`src/rtl/enum_type.sv`:
```
// Shared types for the game controller: action codes, transmit FSM states,
// ASCII constants and the action-to-character mapping used by control_tx.
package enum_type;

    typedef enum logic [3:0] {
        NONE       = 4'd0,
        LEFT       = 4'd1,
        RIGHT      = 4'd2,
        DOWN       = 4'd3,
        DROP       = 4'd4,
        HOLD       = 4'd5,
        ROTATE     = 4'd6,
        ROTATE_REV = 4'd7,
        BAR        = 4'd8,
        WAIT       = 4'd9
    } state_type;

    typedef enum logic [2:0] {
        IDLE,
        CONVERT,
        LOAD,
        PULSE,
        WAIT_START,
        WAIT_DONE
    } tx_state_t;

    localparam logic [7:0] ASCII_LEFT       = 8'h61; // 'a'
    localparam logic [7:0] ASCII_RIGHT      = 8'h64; // 'd'
    localparam logic [7:0] ASCII_DOWN       = 8'h73; // 's'
    localparam logic [7:0] ASCII_DROP       = 8'h77; // 'w'
    localparam logic [7:0] ASCII_HOLD       = 8'h63; // 'c'
    localparam logic [7:0] ASCII_ROTATE     = 8'h78; // 'x'
    localparam logic [7:0] ASCII_ROTATE_REV = 8'h7A; // 'z'
    localparam logic [7:0] ASCII_BAR        = 8'h62; // 'b'
    localparam logic [7:0] ASCII_S          = 8'h53; // 'S'
    localparam logic [7:0] ASCII_BANG       = 8'h21; // '!'
    localparam logic [7:0] ASCII_CR         = 8'h0D;
    localparam logic [7:0] ASCII_LF         = 8'h0A;
    localparam logic [7:0] ASCII_ZERO       = 8'h30;

    typedef struct packed {
        logic       valid;
        logic [7:0] ch;
    } action_code_t;

    // NONE, WAIT and unused codes come back with valid=0 and are never queued.
    function automatic action_code_t encode_action(input state_type a);
        action_code_t r;
        r.valid = 1'b1;
        r.ch    = 8'h00;
        case (a)
            LEFT:       r.ch = ASCII_LEFT;
            RIGHT:      r.ch = ASCII_RIGHT;
            DOWN:       r.ch = ASCII_DOWN;
            DROP:       r.ch = ASCII_DROP;
            HOLD:       r.ch = ASCII_HOLD;
            ROTATE:     r.ch = ASCII_ROTATE;
            ROTATE_REV: r.ch = ASCII_ROTATE_REV;
            BAR:        r.ch = ASCII_BAR;
            default:    r.valid = 1'b0;
        endcase
        return r;
    endfunction

endpackage

```
`src/rtl/bin2bcd.sv`:
```
// Sequential double-dabble: one shift per cycle, done pulses W+1 cycles
// after start. Only five BCD digits are kept, so wider inputs print mod 100000.
module bin2bcd #(
    parameter int W = 16
) (
    input  logic         clk,
    input  logic         rst,
    input  logic         start,
    input  logic [W-1:0] bin,
    output logic         done,
    output logic [19:0]  bcd
);
    localparam int CNT_W = $clog2(W + 1);

    logic [W-1:0]     sh_q, sh_d;
    logic [19:0]      bcd_q, bcd_d, adj;
    logic [CNT_W-1:0] cnt_q, cnt_d;
    logic             done_q, done_d;

    // Add-3 correction on every digit >= 5, then shift one bit in.
    always_comb begin
        adj = bcd_q;
        for (int i = 0; i < 5; i++) begin
            if (bcd_q[4*i +: 4] >= 4'd5) adj[4*i +: 4] = bcd_q[4*i +: 4] + 4'd3;
        end
        sh_d   = sh_q;
        bcd_d  = bcd_q;
        cnt_d  = cnt_q;
        done_d = 1'b0;
        if (start) begin
            sh_d  = bin;
            bcd_d = 20'd0;
            cnt_d = CNT_W'(W);
        end else if (cnt_q != '0) begin
            {bcd_d, sh_d} = {adj, sh_q} << 1;
            cnt_d         = cnt_q - 1'b1;
            done_d        = (cnt_q == CNT_W'(1));
        end
    end

    // Converter state registers.
    always_ff @(posedge clk or posedge rst) begin
        if (rst) begin
            sh_q   <= '0;
            bcd_q  <= '0;
            cnt_q  <= '0;
            done_q <= 1'b0;
        end else begin
            sh_q   <= sh_d;
            bcd_q  <= bcd_d;
            cnt_q  <= cnt_d;
            done_q <= done_d;
        end
    end

    assign done = done_q;
    assign bcd  = bcd_q;

endmodule

```
`src/rtl/control_tx.sv`:
```
// UART transmit companion: queues executed actions as single ASCII bytes and
// sends score updates as "Sddddd\r\n". A pending score line always wins over
// queued actions, and a line is never interleaved with action bytes.
module control_tx
    import enum_type::*;
#(
    parameter int QSIZE   = 16,
    parameter int SCORE_W = 16
) (
    input  logic                   clk,
    input  logic                   rst,
    input  logic                   ev_valid,
    input  state_type              ev,
    input  logic                   score_valid,
    input  logic [SCORE_W-1:0]     score,
    input  logic                   is_transmitting,
    output logic                   transmit,
    output logic [7:0]             tx_byte,
    output logic [$clog2(QSIZE):0] fifo_count,
    output logic                   dropped,
    output logic                   busy
);
    localparam int AW = $clog2(QSIZE);
    localparam int CW = AW + 1;

    logic [7:0]         fifo_mem [QSIZE];
    logic [AW-1:0]      wr_ptr_q, wr_ptr_d, rd_ptr_q, rd_ptr_d;
    logic [CW-1:0]      count_q, count_d;
    logic               dropped_q, dropped_d;
    logic               score_pending_q, score_pending_d;
    logic [SCORE_W-1:0] score_hold_q, score_hold_d;

    tx_state_t          state_q;
    logic               transmit_q;
    logic [7:0]         tx_byte_q;
    logic [2:0]         idx_q;
    logic               line_q;

    action_code_t       ev_code;
    logic               full, empty, launch_ok, launch_score, launch_fifo, launch_bang;
    logic               push, pop;
    logic               bcd_done;
    logic [19:0]        bcd;
    logic [7:0]         msg [8];

    bin2bcd #(.W(SCORE_W)) u_bin2bcd (
        .clk   (clk),
        .rst   (rst),
        .start (launch_score),
        .bin   (score_hold_q),
        .done  (bcd_done),
        .bcd   (bcd)
    );

    // Launch decisions, FIFO bookkeeping, drop flag and score capture.
    always_comb begin
        ev_code      = encode_action(ev);
        empty        = (count_q == '0);
        full         = (count_q == CW'(QSIZE));
        launch_ok    = (state_q == IDLE) && !is_transmitting;
        launch_score = launch_ok && score_pending_q;
        launch_fifo  = launch_ok && !score_pending_q && !empty;
        launch_bang  = launch_ok && !score_pending_q && empty && dropped_q;
        pop          = launch_fifo;
        push         = ev_valid && ev_code.valid && (!full || pop);

        wr_ptr_d = push ? wr_ptr_q + 1'b1 : wr_ptr_q;
        rd_ptr_d = pop  ? rd_ptr_q + 1'b1 : rd_ptr_q;
        count_d  = count_q;
        case ({push, pop})
            2'b10:   count_d = count_q + 1'b1;
            2'b01:   count_d = count_q - 1'b1;
            default: count_d = count_q;
        endcase

        dropped_d = dropped_q;
        if (launch_bang) dropped_d = 1'b0;
        if (ev_valid && ev_code.valid && full && !pop) dropped_d = 1'b1;

        // A strobe in the launch cycle wins, so the newer value waits for the next line.
        score_pending_d = score_pending_q;
        score_hold_d    = score_hold_q;
        if (launch_score) score_pending_d = 1'b0;
        if (score_valid) begin
            score_pending_d = 1'b1;
            score_hold_d    = score;
        end
    end

    // Byte sequence of a score line, indexed by idx_q.
    always_comb begin
        msg[0] = ASCII_S;
        msg[1] = ASCII_ZERO + {4'd0, bcd[19:16]};
        msg[2] = ASCII_ZERO + {4'd0, bcd[15:12]};
        msg[3] = ASCII_ZERO + {4'd0, bcd[11:8]};
        msg[4] = ASCII_ZERO + {4'd0, bcd[7:4]};
        msg[5] = ASCII_ZERO + {4'd0, bcd[3:0]};
        msg[6] = ASCII_CR;
        msg[7] = ASCII_LF;
    end

    // FIFO pointers, occupancy, drop flag and pending score.
    always_ff @(posedge clk or posedge rst) begin
        if (rst) begin
            wr_ptr_q        <= '0;
            rd_ptr_q        <= '0;
            count_q         <= '0;
            dropped_q       <= 1'b0;
            score_pending_q <= 1'b0;
            score_hold_q    <= '0;
        end else begin
            wr_ptr_q        <= wr_ptr_d;
            rd_ptr_q        <= rd_ptr_d;
            count_q         <= count_d;
            dropped_q       <= dropped_d;
            score_pending_q <= score_pending_d;
            score_hold_q    <= score_hold_d;
        end
    end

    // FIFO storage; contents need no reset since the pointers define validity.
    always_ff @(posedge clk) begin
        if (push) fifo_mem[wr_ptr_q] <= ev_code.ch;
    end

    // Transmit sequencer with registered transmit/tx_byte.
    always_ff @(posedge clk or posedge rst) begin
        if (rst) begin
            state_q    <= IDLE;
            transmit_q <= 1'b0;
            tx_byte_q  <= 8'h00;
            idx_q      <= 3'd0;
            line_q     <= 1'b0;
        end else begin
            transmit_q <= 1'b0;
            case (state_q)
                IDLE: begin
                    if (launch_score) begin
                        line_q  <= 1'b1;
                        idx_q   <= 3'd0;
                        state_q <= CONVERT;
                    end else if (launch_fifo) begin
                        tx_byte_q  <= fifo_mem[rd_ptr_q];
                        transmit_q <= 1'b1;
                        line_q     <= 1'b0;
                        state_q    <= PULSE;
                    end else if (launch_bang) begin
                        tx_byte_q  <= ASCII_BANG;
                        transmit_q <= 1'b1;
                        line_q     <= 1'b0;
                        state_q    <= PULSE;
                    end
                end
                CONVERT: begin
                    if (bcd_done) state_q <= LOAD;
                end
                LOAD: begin
                    if (!is_transmitting) begin
                        tx_byte_q  <= msg[idx_q];
                        transmit_q <= 1'b1;
                        state_q    <= PULSE;
                    end
                end
                PULSE: begin
                    state_q <= WAIT_START;
                end
                WAIT_START: begin
                    if (is_transmitting) state_q <= WAIT_DONE;
                end
                WAIT_DONE: begin
                    if (!is_transmitting) begin
                        if (line_q && idx_q != 3'd7) begin
                            idx_q      <= idx_q + 3'd1;
                            tx_byte_q  <= msg[idx_q + 3'd1];
                            transmit_q <= 1'b1;
                            state_q    <= PULSE;
                        end else begin
                            line_q  <= 1'b0;
                            state_q <= IDLE;
                        end
                    end
                end
                default: state_q <= IDLE;
            endcase
        end
    end

    assign transmit   = transmit_q;
    assign tx_byte    = tx_byte_q;
    assign fifo_count = count_q;
    assign dropped    = dropped_q;
    assign busy       = (state_q != IDLE);

endmodule

```
`config.mk`:
```
export PLATFORM = sky130hd
export DESIGN_NAME = control_tx
export DESIGN_NICKNAME = d
export VERILOG_FILES = /design/src/rtl/enum_type.sv /design/src/rtl/bin2bcd.sv /design/src/rtl/control_tx.sv
export SDC_FILE = /design/constraint.sdc
export NUM_CORES = 1
export LEC_CHECK = 0
export CORE_MARGIN = 4
export CORE_UTILIZATION = 31
export DETAILED_ROUTE_END_ITERATION = 10
export GPL_TIMING_DRIVEN = 0
export PLACE_DENSITY = 0.51
export SETUP_SLACK_MARGIN = 0.02
export SLEW_MARGIN = 20
export SYNTH_ARGS = -nofsm -noshare
export SYNTH_HDL_FRONTEND = slang
export SYNTH_SLANG_ARGS = --single-unit
```
`constraint.sdc`:
```
create_clock -name clk -period 3.99 [get_ports clk]
set_input_delay 0.798 -clock clk [delete_from_list [all_inputs] [get_ports clk]]
set_output_delay 0.798 -clock clk [all_outputs]
set_load 0.03 [all_outputs]
```
## Word level (Yosys, flattened, before mapping)

Memories as Yosys holds them, arrays and structs flattened.
Index checks and enable logic that the tools add are counted.

| word-level totals | value |
|---|---|
| register bits | 89 |
| RAM bits | 112 |
| input port bits | 25 |
| output and inout bits | 16 |
| memories | 1 |

| cells by class | value |
|---|---|
| $add $sub $neg | 16 |
| $lt $le $gt $ge | 7 |
| eq/ne operators | 28 |
| muxes and demuxes | 60 |
| bitwise operators | 2 |
| reductions and logical operators | 32 |

Memory list:

| name | words | bits a word | read ports | clocked after Yosys merged registers in | wr ports | RTL line | text |
|---|---|---|---|---|---|---|---|
| fifo_mem | 16 | 7 | 1 | 0 | 1 | control_tx.sv:26 | `logic [7:0] fifo_mem [QSIZE];` |

Operators by type and width:

| cell | number |
|---|---|
| two-way mux 8 bit | 10 |
| one-hot mux 7 bit (8 select lines) | 1 |
| binary-select mux 8 bit (select 3 bit) | 2 |
| two-way mux 20 bit | 2 |
| adder 6 x 4 -> 7 bit (first input constant) | 5 |
| two-way mux 3 bit | 11 |
| two-way mux 16 bit | 2 |
| one-hot mux 8 bit (3 select lines) | 1 |
| greater-or-equal comparator 4 x 3 -> 1 bit (second input constant) | 5 |
| two-way mux 1 bit | 19 |
| one-hot mux 3 bit (6 select lines) | 1 |
| adder 4 x 2 -> 4 bit (second input constant) | 4 |
| == test 4 x 3 -> 1 bit (second input constant) | 4 |
| two-way mux 4 bit | 4 |
| != test 2 bit (second input constant) | 7 |
| logical AND 1 bit | 11 |
| two-way mux 5 bit | 2 |
| one-hot mux 5 bit (2 select lines) | 1 |
| nonzero test 2 bit | 5 |
| subtractor 5 x 1 -> 5 bit (second input constant) | 2 |
| adder 4 x 1 -> 4 bit (second input constant) | 2 |
| == test 4 x 2 -> 1 bit (second input constant) | 2 |
| greater-or-equal comparator 4 bit (second input constant) | 2 |
| inverter 3 -> 4 bit | 2 |
| 29 further kinds | 38 |

## Depth between registers and ports, before layout

| logic depth | value |
|---|---|
| word-level depth | 9 |
| gate-level depth with buffers | 11 |
| depth with buffers taken out | 9 |

## By module

Synthesis repeated with hierarchy kept, for this count alone.

| second synthesis, totals | value |
|---|---|
| cells, all modules | 743 |
| area, all modules | 9103.7 µm² |

By module, submodules not included:

| module | times used | cells each | area each (µm²) | sequential area each (µm²) |
|---|---|---|---|---|
| control_tx | 1 | 480 | 6667.6 | 4033.9 |
| bin2bcd | 1 | 263 | 2436.1 | 1051.0 |

## Worst setup path before layout

OpenSTA, ideal clock, no wires.

| timing path | value |
|---|---|
| kind | input -> register |
| start point | in ev[2] |
| end point | reg count_q[4], in the netlist fifo_count[4] |
| setup time | 0.127 ns |
| arrival | 2.822 ns |
| data required time | 3.863 ns |
| path slack | 1.041 ns |
| stages | 10 |
| cell sequence | buf_2 -> nor3_4 -> mux2_2 -> nor3_1 -> xor2_1 -> ha_1 -> o31a_1 -> nor4_1 -> nand3b_1 -> nand3_1 |

| on the way | value |
|---|---|
| longest elaborated chain between the ends | 7 |
| elaborated cells on any way between the ends | 16 |
| those cells by class | eq/ne: 10; mux: 2; reduce/logical: 4 |

RTL lines:

| item | RTL line | text |
|---|---|---|
| from (decl) | control_tx.sv:13 | `input state_type ev,` |
| == test 4 bit, or another cell as far along | enum_type.sv:51 | `case (a)` |
| OR reduction 8 bit (no line) * | - |  |
| two-way mux 1 bit * | enum_type.sv:51 |  |
| logical AND 1 bit * (2 in series) | control_tx.sv:65 | `push = ev_valid && ev_code.valid && (!full \|\| pop);` |
| == test 2 x 1 -> 1 bit / == test 2 bit (equally long branches) | control_tx.sv:70 | `case ({push, pop})` |
| one-hot mux 5 bit (2 select lines) / nonzero test 2 bit (equally long branches) | - |  |
| to (signal assigned) | control_tx.sv:114 | `count_q <= count_d;` |
| to (decl) | control_tx.sv:28 | `logic [CW-1:0] count_q, count_d;` |

Every way passes the cells marked *; elsewhere a longest branch is shown, timed or not.
A chain may end at the register's enable or synchronous reset.

## Worst setup path after layout

| timing path | value |
|---|---|
| start point | in ev[1] |
| end point | mem fifo_mem[1][1] in the netlist's numbering (enable) |

| on the way | value |
|---|---|
| longest elaborated chain between the ends | 7 |
| elaborated cells on any way between the ends | 14 |
| those cells by class | eq/ne: 8; mux: 3; reduce/logical: 3 |

RTL lines:

| item | RTL line | text |
|---|---|---|
| == test 4 bit, or another cell as far along | enum_type.sv:51 |  |
| OR reduction 8 bit (no line) * | - |  |
| two-way mux 1 bit * | enum_type.sv:51 |  |
| logical AND 1 bit * (2 in series) | control_tx.sv:65 |  |
| two-way mux 1 bit * | control_tx.sv:123 | `if (push) fifo_mem[wr_ptr_q] <= ev_code.ch;` |
| two-way mux 1 bit (not written as such) * | control_tx.sv:123 |  |
| to (decl) | control_tx.sv:26 |  |

Marked as above.

==> metrics.txt <==
vias in the first global route 5,637; share of the synthesized area in the top cell type between 30% and 40%; DR DRC count 0; critical-path maximum fanout 8; final period utilization between 80% and 90%; Cell Count, Final, Fillers Out ~1,200; Via density between 4 and 5; commonest non-fill, non-tap cells in the layout edfxtp_1, dfrtp_1, nand2_1, nor2_1, clkdlybuf4s50_1; GP Congestion 0.808; flop and latch count out of synthesis around 180; # clock sinks approximately 180; Initial Utilization 31.6%; setup bufs post-CTS 0; largest net degree at the start of global routing 73; total number of vias approximately 5,700; CP startpoint kind primary input; Synth Cell Area between 0.008 and 0.009 mm²; Top-Level Pins 41; Num CTS Buffers 17; Synth Flop Type edfxtp_1; Port Buffer Count 35; placed cells approximately 1,100; critical setup path kind in2reg; CTS tree done; Clk Latency, worst-skew pair between 0.4 and 0.5 ns; layout cells sized above 1 between 15 and 20%; htree depth 4; Synth cell types 65; CORE AREA ~0.028 mm²; DP HPWL 13.8 mm; Post-Synthesis Cells around 730; Max IR drop VDD 330 µV; CTS resizes 0; async set-reset flop share out of synthesis 47.8%; Max-Cap Viols 0; number of flops mapped to enable cells by yosys 96; die height 177 µm; total gr overflow 0; Clock Path Buffers 2; pwr/cell area 701 mW/mm²; sequential area share after synthesis between 50% and 60%; first-pass GRT wire length 32.6 mm; worst min path class reg2reg; Worst Max-Slew Pin Slew about 1.1 ns; fin. max-slew vios 0; Final Power slightly above 7 mW; drt initial violations 340; CP endpoint kind flip-flop; Tmin final roughly 3.4 ns; Pre-Repair DR Iteration Count 5; Leakage 3.79 nW; Synth area leader edfxtp_1; Worst Path Arrival roughly 3.4 ns; syn_area_per_cell 12.2 µm²; Root Buffer clkbuf_16; row cnt slightly above 60; CP required about 4 ns; outcome complete, no violations; # nets final 830; Clk pin slew, worst setup/hold paths ~0.080 ns; die width ~180 µm; Die ar. between 0.03 and 0.04 mm²; Setup-failing EPs final 0; YS warnings 0; fin util between 30% and 40%; Area Overhead vs Synth 17.0%; gr usage total ~13%; antenna violations before repair 0; Setup TNS Final 0 ns; ant diodes 0; synth top area cells edfxtp_1, dfrtp_1, mux4_2; most common cell after layout, fill and taps aside edfxtp_1; Peak Freq a little under 300 MHz; Post-Route WL about 20 mm; Slew HR 24.6%; Final Hold Violating Endpoints 0; antenna viol nets, final 0; Avg WL per Cell ~17 µm; post-synth net total about 770; cts hold-fix bufs 0; RSZ-0062 raised after global routing no; Clock Skew approximately 0.014 ns
==> critical path, stage by stage <==
cell	delay (ns)
clkdlybuf4s50_1	0.56
nor3_4	0.33
mux2i_1	0.23
a31oi_2	0.41
nand2_1	0.21
nor3_1	0.89
==> state kept, by name, summed over array words and instances, names as in the netlist <==
register         count
dropped              1
fifo_count           5
fifo_mem            96
idx_q                3
line_q               1
rd_ptr_q             4
score_hold_q        16
score_pending_q      1
state_q              3
transmit             1
tx_byte              7
u_bin2bcd.bcd       20
u_bin2bcd.cnt_q      5
u_bin2bcd.done       1
u_bin2bcd.sh_q      16
wr_ptr_q             4
==> stage by stage <==
step / worst slack [ns] / cell area (µm²) / hold slack [ns]
CTS: 0.566 / 10400 / 0.498
global route: 0.365 / 10400 / 0.520
finish: 0.604 / 10400 / 0.500
floorplan: 0.913 / 8860 / 0.446
global placement: -0.860 / 9680 / 0.467
detailed placement: 0.113 / 9750 / 0.470
==> area by class of cell <==
type                       instances  area, µm²
clock buffer                      18        450
buffer                            47        213
tap                              378        473
fill                            2732      17600
clock inverter                    14        163
multi-input combinational        470       3500
inverter                          24       95.1
sequential                       184       5080
timing repair buffer              37        389
==> per-layer routing <==
metal | GRT usage [%] | vias to the layer above | routed length [µm]
li1 | - | 2782 | -
met1 | 20.7 | 2864 | 10600
met2 | 19.5 | 87 | 8830
met3 | 2.56 | 16 | 615
met4 | 3.09 | 0 | 215
met5 | 0 | - | 0
==> where the power goes <==
part | total (mW) | internal [mW] | switching [mW]
sequential | 2.73 | 2.41 | 0.322
combinational | 2.79 | 1.22 | 1.57
clock | 1.75 | 0.893 | 0.853
total | 7.26 | 4.52 | 2.75
==> synth_stat cells, types with 2 or more instances <==
cell	count
a211oi_1	11
a21boi_0	2
a21oi_1	35
a221oi_1	4
a22oi_1	6
a2bb2oi_1	3
a31oi_1	28
and2_1	2
buf_1	2
buf_2	11
buf_4	2
buf_6	2
clkbuf_1	30
dfrtp_1	88
edfxtp_1	96
ha_1	24
inv_1	24
mux2_2	28
mux2i_1	19
mux4_2	25
nand2_1	75
nand2b_1	10
nand3_1	11
nand3b_1	4
nand4_1	2
nor2_1	62
nor2b_1	3
nor3_1	14
nor3_2	3
nor3b_1	5
o211ai_1	4
o21a_1	3
o21ai_0	32
o21bai_1	3
o22a_1	2
o311ai_0	2
or3_1	3
xnor2_1	14
xor2_1	5
==> worst paths after layout <==
| kind | startpoint | to | slack [ns] | cells after the start |
|---|---|---|---|---|
| max | ev[1] | fifo_mem[1][1] | 0.60 | 6 |
| min | score_hold_q[0] | u_bin2bcd.sh_q[0] | 0.50 | 2 |
| max reg2reg | idx_q[0] | tx_byte[3] | 0.78 | 11 |
| min reg2reg | score_hold_q[0] | u_bin2bcd.sh_q[0] | 0.50 | 2 |
| max in group asynchronous | rst | rd_ptr_q[2] | 2.71 | 3 |
| min in group asynchronous | rst | score_hold_q[9] | 0.64 | 2 |
==> logic make-up after synthesis <==
logic type | Yosys count | synth area share [%]
AND/OR/NAND/NOR | 204 | 10.8
flip-flops | 184 | 57.4
AO/OA/AOI/OAI | 149 | 10.8
multiplexers | 73 | 12.2
buffers and inverters | 71 | 3.42
adder cells (fa/ha/maj) | 24 | 3.39
XOR/XNOR | 19 | 1.88
other | 1 | 0.0423
No activity file was read; power rests on OpenSTA's default activity.
